--- src/rtl/uart_frame_rx.sv ---
// UART receiver: 8 data bits LSB first, even parity bit, one stop bit.
// Samples each bit at mid-period using a bit timer started on the synchronized falling edge.
module uart_frame_rx #(
    parameter int unsigned CLKS_PER_BIT = 868
) (
    input  logic       clk,
    input  logic       rst,
    input  logic       rx,
    output logic [8:0] frame,
    output logic       frame_valid,
    output logic       parity_err,
    output logic       frame_err,
    output logic       busy
);

    localparam logic [15:0] FULL_LAST = 16'(CLKS_PER_BIT - 1);
    localparam logic [15:0] HALF_LAST = 16'(CLKS_PER_BIT / 2 - 1);

    localparam logic [2:0] S_IDLE      = 3'd0;
    localparam logic [2:0] S_START     = 3'd1;
    localparam logic [2:0] S_DATA      = 3'd2;
    localparam logic [2:0] S_PARITY    = 3'd3;
    localparam logic [2:0] S_STOP      = 3'd4;
    localparam logic [2:0] S_WAIT_IDLE = 3'd5;

    logic [1:0]  sync_q;
    logic        rx_s;
    logic [2:0]  state_q, state_d;
    logic [15:0] timer_q, timer_d;
    logic [2:0]  idx_q, idx_d;
    logic [7:0]  data_q, data_d;
    logic        par_q, par_d;
    logic [8:0]  frame_q, frame_d;
    logic        valid_q, valid_d;
    logic        perr_q, perr_d;
    logic        ferr_q, ferr_d;

    assign rx_s = sync_q[1];

    always_comb begin
        state_d = state_q;
        timer_d = timer_q + 16'd1;
        idx_d   = idx_q;
        data_d  = data_q;
        par_d   = par_q;
        frame_d = frame_q;
        valid_d = 1'b0;
        perr_d  = 1'b0;
        ferr_d  = 1'b0;
        case (state_q)
            S_IDLE: begin
                timer_d = 16'd0;
                if (!rx_s) state_d = S_START;
            end
            S_START: begin
                if (timer_q == HALF_LAST) begin
                    timer_d = 16'd0;
                    idx_d   = 3'd0;
                    // A start bit that has gone high by mid-period was a glitch.
                    state_d = rx_s ? S_IDLE : S_DATA;
                end
            end
            S_DATA: begin
                if (timer_q == FULL_LAST) begin
                    timer_d       = 16'd0;
                    data_d[idx_q] = rx_s;
                    idx_d         = idx_q + 3'd1;
                    if (idx_q == 3'd7) state_d = S_PARITY;
                end
            end
            S_PARITY: begin
                if (timer_q == FULL_LAST) begin
                    timer_d = 16'd0;
                    par_d   = rx_s;
                    state_d = S_STOP;
                end
            end
            S_STOP: begin
                if (timer_q == FULL_LAST) begin
                    timer_d = 16'd0;
                    if (rx_s) begin
                        frame_d = {par_q, data_q};
                        valid_d = 1'b1;
                        perr_d  = ^{par_q, data_q};
                        state_d = S_IDLE;
                    end else begin
                        ferr_d  = 1'b1;
                        state_d = S_WAIT_IDLE;
                    end
                end
            end
            S_WAIT_IDLE: begin
                // Hold off until the line recovers so a break gives one frame_err.
                timer_d = 16'd0;
                if (rx_s) state_d = S_IDLE;
            end
            default: begin
                timer_d = 16'd0;
                state_d = S_IDLE;
            end
        endcase
    end

    always_ff @(posedge clk) begin
        if (!rst) begin
            sync_q  <= 2'b11;
            state_q <= S_IDLE;
            timer_q <= 16'd0;
            idx_q   <= 3'd0;
            data_q  <= 8'd0;
            par_q   <= 1'b0;
            frame_q <= 9'h000;
            valid_q <= 1'b0;
            perr_q  <= 1'b0;
            ferr_q  <= 1'b0;
        end else begin
            sync_q  <= {sync_q[0], rx};
            state_q <= state_d;
            timer_q <= timer_d;
            idx_q   <= idx_d;
            data_q  <= data_d;
            par_q   <= par_d;
            frame_q <= frame_d;
            valid_q <= valid_d;
            perr_q  <= perr_d;
            ferr_q  <= ferr_d;
        end
    end

    assign frame       = frame_q;
    assign frame_valid = valid_q;
    assign parity_err  = perr_q;
    assign frame_err   = ferr_q;
    assign busy        = (state_q != S_IDLE);

endmodule

--- config.mk ---
export PLATFORM = sky130hd
export DESIGN_NAME = uart_frame_rx
export DESIGN_NICKNAME = d
export VERILOG_FILES = /design/src/rtl/uart_frame_rx.sv
export SDC_FILE = /design/constraint.sdc
export NUM_CORES = 1
export LEC_CHECK = 0
export ABC_AREA = 1
export CORE_AREA = 2 2 65 67
export DETAILED_ROUTE_END_ITERATION = 10
export DIE_AREA = 0 0 67 69
export HOLD_SLACK_MARGIN = 0.12
export PLACE_DENSITY = 0.85
export SYNTH_ARGS = -nofsm -noshare
export SYNTH_HDL_FRONTEND = slang
export SYNTH_SLANG_ARGS = --single-unit
--- constraint.sdc ---
create_clock -name clk -period 3.78 [get_ports clk]
set_clock_uncertainty 0.05 [all_clocks]
set_input_delay 0.567 -clock clk [delete_from_list [all_inputs] [get_ports clk]]
set_output_delay 0.567 -clock clk [all_outputs]
set_load 0.05 [all_outputs]
* Yosys cells after proc, flatten, opt, wreduce, memory -nomap -nowiden
Cells that the tools add are included.
Word-level totals: output and inout port bits 13, register bits after elaboration 45, word-level logic and storage cells 63, input port bits 3
Cells by class: $add $sub $neg 2, multiplexer cells 21, reductions and logical operators 13, order comparisons 2, eq/ne operators 15
Operator list (count):
- $mux W16 | 2
- $pmux W16 S2 | 1
- $mux W3 | 10
- $pmux W3 S6 | 1
- $add A16 B1 Y16 const B | 1
- $eq A16 B10 Y1 const B | 1
- $eq A16 B9 Y1 const B | 1
- $ne A2 B2 Y1 const B | 7
- $eq A3 B3 Y1 const B | 3
- $reduce_and A3 Y1 | 3
- $reduce_xor A9 Y1 | 1
- $bwmux W8 | 1
- $reduce_and A7 Y1 | 1
- $eq A3 B2 Y1 const B | 2
- $pmux W3 S2 | 1
- $lt A3 B4 Y1 const B | 1
- $reduce_and A2 Y1 | 2
- $reduce_and A4 Y1 | 1
- $add A3 B1 Y3 const B | 1
- $demux W1 S3 | 1
- $eq A3 B1 Y1 const B | 1
- $ge A3 B1 Y1 const B | 1
- $logic_not A3 Y1 | 1
- $mux W1 | 3
- 5 further kinds | 5

* Depth between registers and ports, before layout
Gate-level depths: netlist (run 1).
word-level depth 5, mapped depth 11

* Worst setup path before layout (run 1)
OpenSTA, ideal clock, no wires.
path kind register to register, from register timer_q[0], to register frame_q[8], in the netlist frame[8], cell stages (with the launch flop) 10, arrival time 1.335 ns, data required time 3.618 ns, setup slack 2.283 ns, period minus slack after synthesis 1.497 ns, path through dfxtp_1 -> ha_1 -> nand2_1 -> nor2_2 -> nand2_4 -> clkinv_4 -> nand3_4 -> buf_6 -> o21ai_2 -> nor2_2
On the way: longest elaborated chain between the ends 2
RTL lines:
- start: declaration | RTL line 29 | logic [15:0] timer_q, timer_d;
- start signal: assignment | RTL line 119 | timer_q <= timer_d;
- $eq A16 B10 Y1 | RTL line 79 | if (timer_q == FULL_LAST) begin
- $reduce_and A3 Y1 (no source line)
- end signal: assignment | RTL line 123 | frame_q <= frame_d;
- end: declaration | RTL line 33 | logic [8:0] frame_q, frame_d;
Every way passes these cells. A chain may end at the register's enable or synchronous reset.

* Worst setup path in the final report (run 1)
from register state_q[0], to output port busy
On the way: longest elaborated chain between the ends 1
RTL lines:
- start: declaration | RTL line 28 | logic [2:0] state_q, state_d;
- start signal: assignment | RTL line 118 | state_q <= state_d;
- $reduce_bool A3 Y1 | RTL line 134 | assign busy = (state_q != S_IDLE);
- end: declaration | RTL line 13 | output logic busy
Every way passes these cells.

==> results of run 1 <==
critical path: stages, from the launching register on:
cell and delay (ps):
dfxtp_1 460, nor2_1 110, nand2_1 70, clkdlybuf4s50_1 790
how the worst max path moves through the flow:
| stage | startpoint | slack, ps | endpoint | cells past startpoint |
|---|---|---|---|---|
| after global placement | rst | 1650 | parity_err | 6 |
| after detailed placement | rst | 1630 | parity_err | 6 |
| after floorplan | timer_q[0] | 2280 | frame[8] | 9 |
| after CTS | state_q[0] | 1430 | busy | 3 |
| final | state_q[0] | 1430 | busy | 3 |
| after global routing | state_q[0] | 1360 | busy | 3 |
power by group through the flow:
stage | clock network [mW] | registers [mW] | logic [mW]
6_report | 0.321 | 0.545 | 0.399
5_1_grt | 0.350 | 0.549 | 0.462
4_1_cts | 0.331 | 0.545 | 0.401
3_5_place_dp | 0 | 0.556 | 0.398
3_3_place_gp | 0 | 0.554 | 0.391
2_1_floorplan | 0 | 0.548 | 0.327
cells in the final DEF, fill, tap and decap left out, drive strengths merged:
master / Yosys / routed
a21oi: 13 / 13
a31oi: 1 / 1
buf: 4 / 1
clkbuf: 1 / 7
clkdlybuf4s50: 0 / 15
clkinv: 3 / 4
dfxtp: 45 / 45
ha: 4 / 4
inv: 49 / 49
nand2: 82 / 82
nand2b: 1 / 1
nand3: 23 / 23
nand3b: 1 / 1
nand4: 8 / 8
nor2: 75 / 75
nor3: 8 / 8
nor3b: 5 / 5
o21ai: 13 / 13
or2: 2 / 2
xnor2: 5 / 5
xor2: 4 / 4
cells in the mapped netlist, types with 5 or more instances:
library cell,count,area share [%]
nand3_1,22,4.6
dfxtp_1,45,37
a21oi_1,12,2.5
nand2_1,74,12
nor2_2,7,1.8
nand4_1,8,2.1
inv_1,45,7.0
nand2_2,6,1.6
o21ai_2,9,3.3
nor2_1,65,10
xnor2_1,5,1.8
nor3b_1,5,1.6
area by class of cell:
cell class	instances	area, um2
Tap cell	50	62.6
Multi-Input combinational cell	245	1270
Timing Repair Buffer	16	158
Clock buffer	7	96.3
Inverter	52	201
Sequential cell	45	901
Clock inverter	1	5.00
Fill cell	349	1220
kinds of logic (layout without fill, tap and decap cells):
kind of cell	after synthesis	in the layout	share of synthesized area [%]
AO/OA/AOI/OAI	27	27	7.21
XOR/XNOR	9	9	3.27
adder cells (fa/ha/maj)	4	4	2.08
buffers and inverters	57	76	9.96
flip-flops	45	45	37.4
AND/OR/NAND/NOR	205	205	40.1
flip-flops by register name (all words and copies together) (netlist names):
signal / flops
par_q: 1
data_q: 8
idx_q: 3
frame_valid: 1
timer_q: 16
frame: 9
frame_err: 1
state_q: 3
sync_q: 2
parity_err: 1
routing by layer:
layer / vias up / track usage, % / share of wire [%]
met5: - / 0 / 0
met4: 0 / 5.90 / 1.5
met3: 7 / 5.71 / 4.9
met2: 38 / 36.0 / 49
met1: 892 / 26.3 / 44
li1: 1120 / - / -
per-stage QoR:
step	hold slack [ps]	utilization [%]	std cells	setup WS [ps]
detailed placement	354	66.2	408	1630
global placement	345	66.2	408	1650
floorplan	343	-	347	2280
global route	393	68.8	416	1360
finish	376	68.8	416	1430
CTS	378	68.8	416	1430
==> results.py, run 1 <==
metrics = {
    "power": {
        "power_frac_clock_pct": 25.4,
        "p_leak_nw": 1.08,
        "p_switching_uw": 475,
        "p_seq_share_pct": 43.1,
        "peakVddDrop_mv": 0.424,
        "intPower_uw": 791,
        "power_frac_comb_pct": 31.5,
        "p_total_mw": 1.27,
        "swShare_pct": 37.5,
        "power_density_nw_per_um2": 470,
    },
    "synth": {
        "synthesis.nets": 354,
        "yosysWarnings": 0,
        "yosysUniqueCellTypes": 35,
        "ys_ff_latch": 45,
        "synth-async-reset-ratio_pct": 0,
        "synthCells": 347,
        "synth_area_um2": 2410,
        "syn-mean-instance-area_um2": 6.95,
        "synth_top_flop_cell": "dfxtp_1",
        "synth-edff-count": 0,
        "ys_seq_area_share_pct": 37.4,
    },
    "sta": {
        "finalCritPeriodShare_pct": 62.2,
        "hold_viol_final": 0,
        "grt_setup_unrepaired": "false",
        "max_slew_margin_pct": 66.6,
        "tns_ps": 0,
        "tightestPinTransition_ps": 500,
        "fmax_mhz": 426,
        "setup_violations": 0,
        "fin_crit_ps": 2350,
        "final-max-slew-violation-count": 0,
    },
    "detailed_routing": {
        "via_per_inst": 4.94,
        "first_pass_iters": 4,
        "wl_per_cell_um": 10.5,
        "wl_um": 4390,
        "drt_iter0_drc": 86,
        "vias": 2057,
        "ant_nets": 0,
        "drc": 0,
    },
    "global_routing": {
        "grt_pass1_vias": 1878,
        "grt_overflow_total": 0,
        "grt_first_pass_wirelength_um": 7840,
        "antenna_found_initial": 0,
        "grt_max_degree": 19,
        "grt.total_usage_pct": 21.4,
    },
    "worst_setup_path": {
        "reg2reg_depth": 7,
        "ff2ff_setup_slack_ps": 2060,
        "critical_path_arrival_ps": 1730,
        "cp-start-kind": "flip-flop",
        "cp.required_ps": 3160,
        "end_kind": "primary output",
        "crit_fanout": 6,
        "rr_endpoint": "data_q[5]",
        "worstSetupPathType": "flip-flop to primary output",
        "reg2reg_from": "timer_q[0]",
    },
    "min_path": {
        "min_from": "sync_q[0]",
        "holdPathStages": 1,
        "hold_class": "flip-flop to flip-flop",
        "holdPathEnd": "sync_q[1]",
    },
    "flow_run": {
        "maxCapViolCount": 0,
    },
    "clocking": {
        "clkLatencyLatePin_ps": 300,
        "cts_resized": 0,
        "cts_buffers": 5,
        "root_buffer": "clkbuf_8",
        "postCtsSetupBuffers": 0,
        "htree_levels": 2,
        "clock_sinks": 45,
        "cts.clk_slew.worst_paths_ps": 80,
        "clockBufferDepth": 2,
        "holdBufCountCts": 0,
        "cts_tree": "yes",
    },
    "finish": {
        "antenna_cells": 0,
        "area_growth_syn_to_layout_pct": 11.7,
        "layout.nets": 372,
        "fin_area_um2": 2690,
        "drive_above_1_share_pct": 13.7,
    },
    "placement": {
        "place_congestion": 0.824,
        "port_buffers": 15,
        "placed_area_um2": 2590,
        "post-dp-hpwl_um": 3320,
    },
    "floorplan": {
        "core_region_area_um2": 3910,
        "die_w_um": 67,
        "boundaryPins": 16,
        "rows": 23,
        "die_h_um": 69,
        "start_util_pct": 61.6,
        "dieArea_um2": 4620,
    },
    "outcome": {
        "status": "finished, final reports clean",
    },
}
Note: power is estimated with default switching activity, not from simulation.
==> inputs of run 2 (changes only) <==
--- a/config.mk
+++ b/config.mk
@@ -6,11 +6,11 @@
 export NUM_CORES = 1
 export LEC_CHECK = 0
 export ABC_AREA = 1
-export CORE_AREA = 2 2 65 67
+export CORE_AREA = 2 2 68 70
 export DETAILED_ROUTE_END_ITERATION = 10
-export DIE_AREA = 0 0 67 69
+export DIE_AREA = 0 0 70 72
 export HOLD_SLACK_MARGIN = 0.12
-export PLACE_DENSITY = 0.85
+export PLACE_DENSITY = 0.78
 export SYNTH_ARGS = -nofsm -noshare
 export SYNTH_HDL_FRONTEND = slang
 export SYNTH_SLANG_ARGS = --single-unit
==> constraint.sdc (replaced) <==
create_clock -name clk -period 2.4 [get_ports clk]
set_clock_uncertainty 0.05 [all_clocks]
set_input_delay 0.36 -clock clk [delete_from_list [all_inputs] [get_ports clk]]
set_output_delay 0.36 -clock clk [all_outputs]
set_load 0.05 [all_outputs]
==> run 2 against run 1 <==
  * Worst hold slack gained 4.9 ps
  * Worst setup slack worse by 1200 ps
  * Die area rose by 9.0%
  * Sequential power grew 58%
  * Flip-flop and latch count did not move
  * Utilization down 5.4 points
  * Highest routed layer unchanged
==> results.py, run 2 (synthesis results as in run 1) <==
metrics = {
    "power": {
        "peakVddDrop_mv": 0.544,
        "p_seq_share_pct": 42.1,
        "p_leak_nw": 1.08,
        "power_density_nw_per_um2": 754,
        "intPower_mw": 1.29,
        "swShare_pct": 36.9,
        "p_total_mw": 2.04,
        "p_switching_uw": 754,
        "power_frac_comb_pct": 30.7,
        "power_frac_clock_pct": 27.2,
    },
    "worst_setup_path": {
        "end_kind": "primary output",
        "worstPathCellList": "nor2_1 > nand2_1 > clkdlybuf4s50_1",
        "cp.required_ps": 1990,
        "cp-start-kind": "flip-flop",
        "reg2reg_from": "timer_q[0]",
        "ff2ff_setup_slack_ps": 710,
        "startpoint": "state_q[0]",
        "crit_fanout": 6,
        "worstSetupPathType": "flip-flop to primary output",
        "max_stage_delay_ps": 790,
        "crit_family": "buffers and inverters",
        "cp.buffers_inverters": 1,
        "critical_path_arrival_ps": 1720,
        "cp_slowest_cell": "clkdlybuf4s50_1",
    },
    "sta": {
        "finalCritPeriodShare_pct": 88.7,
        "tightestPinTransition_ps": 506,
        "fin_crit_ps": 2130,
        "setup_ws_ps": 272,
        "setup_violations": 0,
        "max_slew_margin_pct": 66.1,
        "final-max-slew-violation-count": 0,
        "tns_ps": 0,
        "hold_viol_final": 0,
        "hold_slack_ps": 381,
        "fmax_mhz": 470,
        "grt_setup_unrepaired": "false",
    },
    "min_path": {
        "min_from": "sync_q[0]",
        "hold_class": "flip-flop to flip-flop",
    },
    "placement": {
        "post-place-ws_ps": 596,
        "post-dp-hpwl_um": 3380,
        "port_buffers": 15,
        "place_congestion": 0.822,
    },
    "detailed_routing": {
        "ant_nets": 0,
        "via_per_inst": 5.01,
        "drc": 0,
        "wl_um": 4520,
        "first_pass_iters": 4,
        "wl_per_cell_um": 10.8,
        "drt_iter0_drc": 113,
        "vias": 2094,
    },
    "finish": {
        "seq_area_um2": 901,
        "largest-register": "timer_q",
        "layout.nets": 373,
        "layout_commonest_cell": "nand2_1",
        "fill_cells": 397,
        "final_cell_mix": "74 x nand2_1, 65 x nor2_1, 45 x inv_1, 45 x dfxtp_1, 22 x nand3_1",
        "antenna_cells": 0,
        "multi_input_area_um2": 1270,
        "largest_reg_flops": 16,
        "area_growth_syn_to_layout_pct": 12.2,
        "drive_above_1_share_pct": 13.7,
    },
    "floorplan": {
        "die_h_um": 72,
        "die_w_um": 70,
        "dieArea_um2": 5040,
        "start_util_pct": 56.5,
        "core_region_area_um2": 4260,
        "boundaryPins": 16,
        "rows": 24,
    },
    "flow_run": {
        "maxCapViolCount": 0,
    },
    "outcome": {
        "status": "finished, final reports clean",
    },
    "clocking": {
        "holdBufCountCts": 0,
        "cts_resized": 0,
        "clockBufferDepth": 2,
        "cts_tree": "yes",
        "postCtsSetupBuffers": 0,
        "clkLatencyLatePin_ps": 290,
        "htree_levels": 2,
        "cts_buffers": 5,
        "cts.clk_slew.worst_paths_ps": 80,
        "clock_sinks": 45,
        "root_buffer": "clkbuf_8",
    },
    "global_routing": {
        "grt_first_pass_wirelength_um": 8000,
        "grt.total_usage_pct": 19.4,
        "antenna_found_initial": 0,
        "grt_max_degree": 20,
        "grt_overflow_total": 0,
        "grt_pass1_vias": 1895,
    },
}
## run 2: changes by cell type in the layout (fill, tap and decap cells not counted)
cell / change
clkbuf_8: -2
buf_4: +1
bufinv_16: +1
## run 2: worst reg2reg max path, stage by stage (launching register included)
cell and delay [ps]:
dfxtp_1 380, ha_1 240, nand2_1 80, nor2_2 180
nand2_4 90, clkinv_4 80, nand3_4 220, o21ai_2 210
nor2_1 60
## run 2: power by group through the flow
stage               clock (mW)  combinational (mW)  sequential [mW]
floorplan                    0               0.514            0.863
global placement             0               0.617            0.873
detailed placement           0               0.625            0.876
CTS                      0.567               0.631            0.858
global route             0.592               0.720            0.865
finish                   0.556               0.627            0.859
## run 2: path summary, 6_finish.rpt
kind	to	depth (start not counted)
worst min register to register	sync_q[1]	1
worst max register to register	frame[2]	8
worst min-delay path	sync_q[1]	1
worst max-delay path	busy	3
## run 2: cell type report
type | instances | area share (%)
timing repair buffer | 17 | 6.10
clock inverter | 2 | 1.29
sequential | 45 | 33.3
clock buffer | 5 | 2.54
multi-input combinational | 245 | 46.9
tap | 52 | 2.40
inverter | 52 | 7.44
## run 2: per-layer routing
metal	vias up	routed length (um)	GRT usage [%]
li1	1113	-	-
met3	8	149	3.33
met5	-	0	0
met4	0	57	7.05
met1	940	2120	23.8
met2	33	2190	34.6
## run 2: metrics by stage
stage	cell area [um2]	std cells	utilization, %
2_1_floorplan	2410	347	-
3_3_place_gp	2600	411	61.0
3_5_place_dp	2600	411	61.0
4_1_cts	2710	418	63.5
5_1_grt	2710	418	63.5
6_report	2710	418	63.5
==> inputs of run 3 (changes only) <==
--- a/config.mk
+++ b/config.mk
@@ -6,6 +6,7 @@
 export NUM_CORES = 1
 export LEC_CHECK = 0
 export ABC_AREA = 1
+export CAP_MARGIN = 10
 export CORE_AREA = 2 2 68 70
 export DETAILED_ROUTE_END_ITERATION = 10
 export DIE_AREA = 0 0 70 72
==> results of run 3 <==
No change in the layout: final DEF, timing and power equal those of run 2.
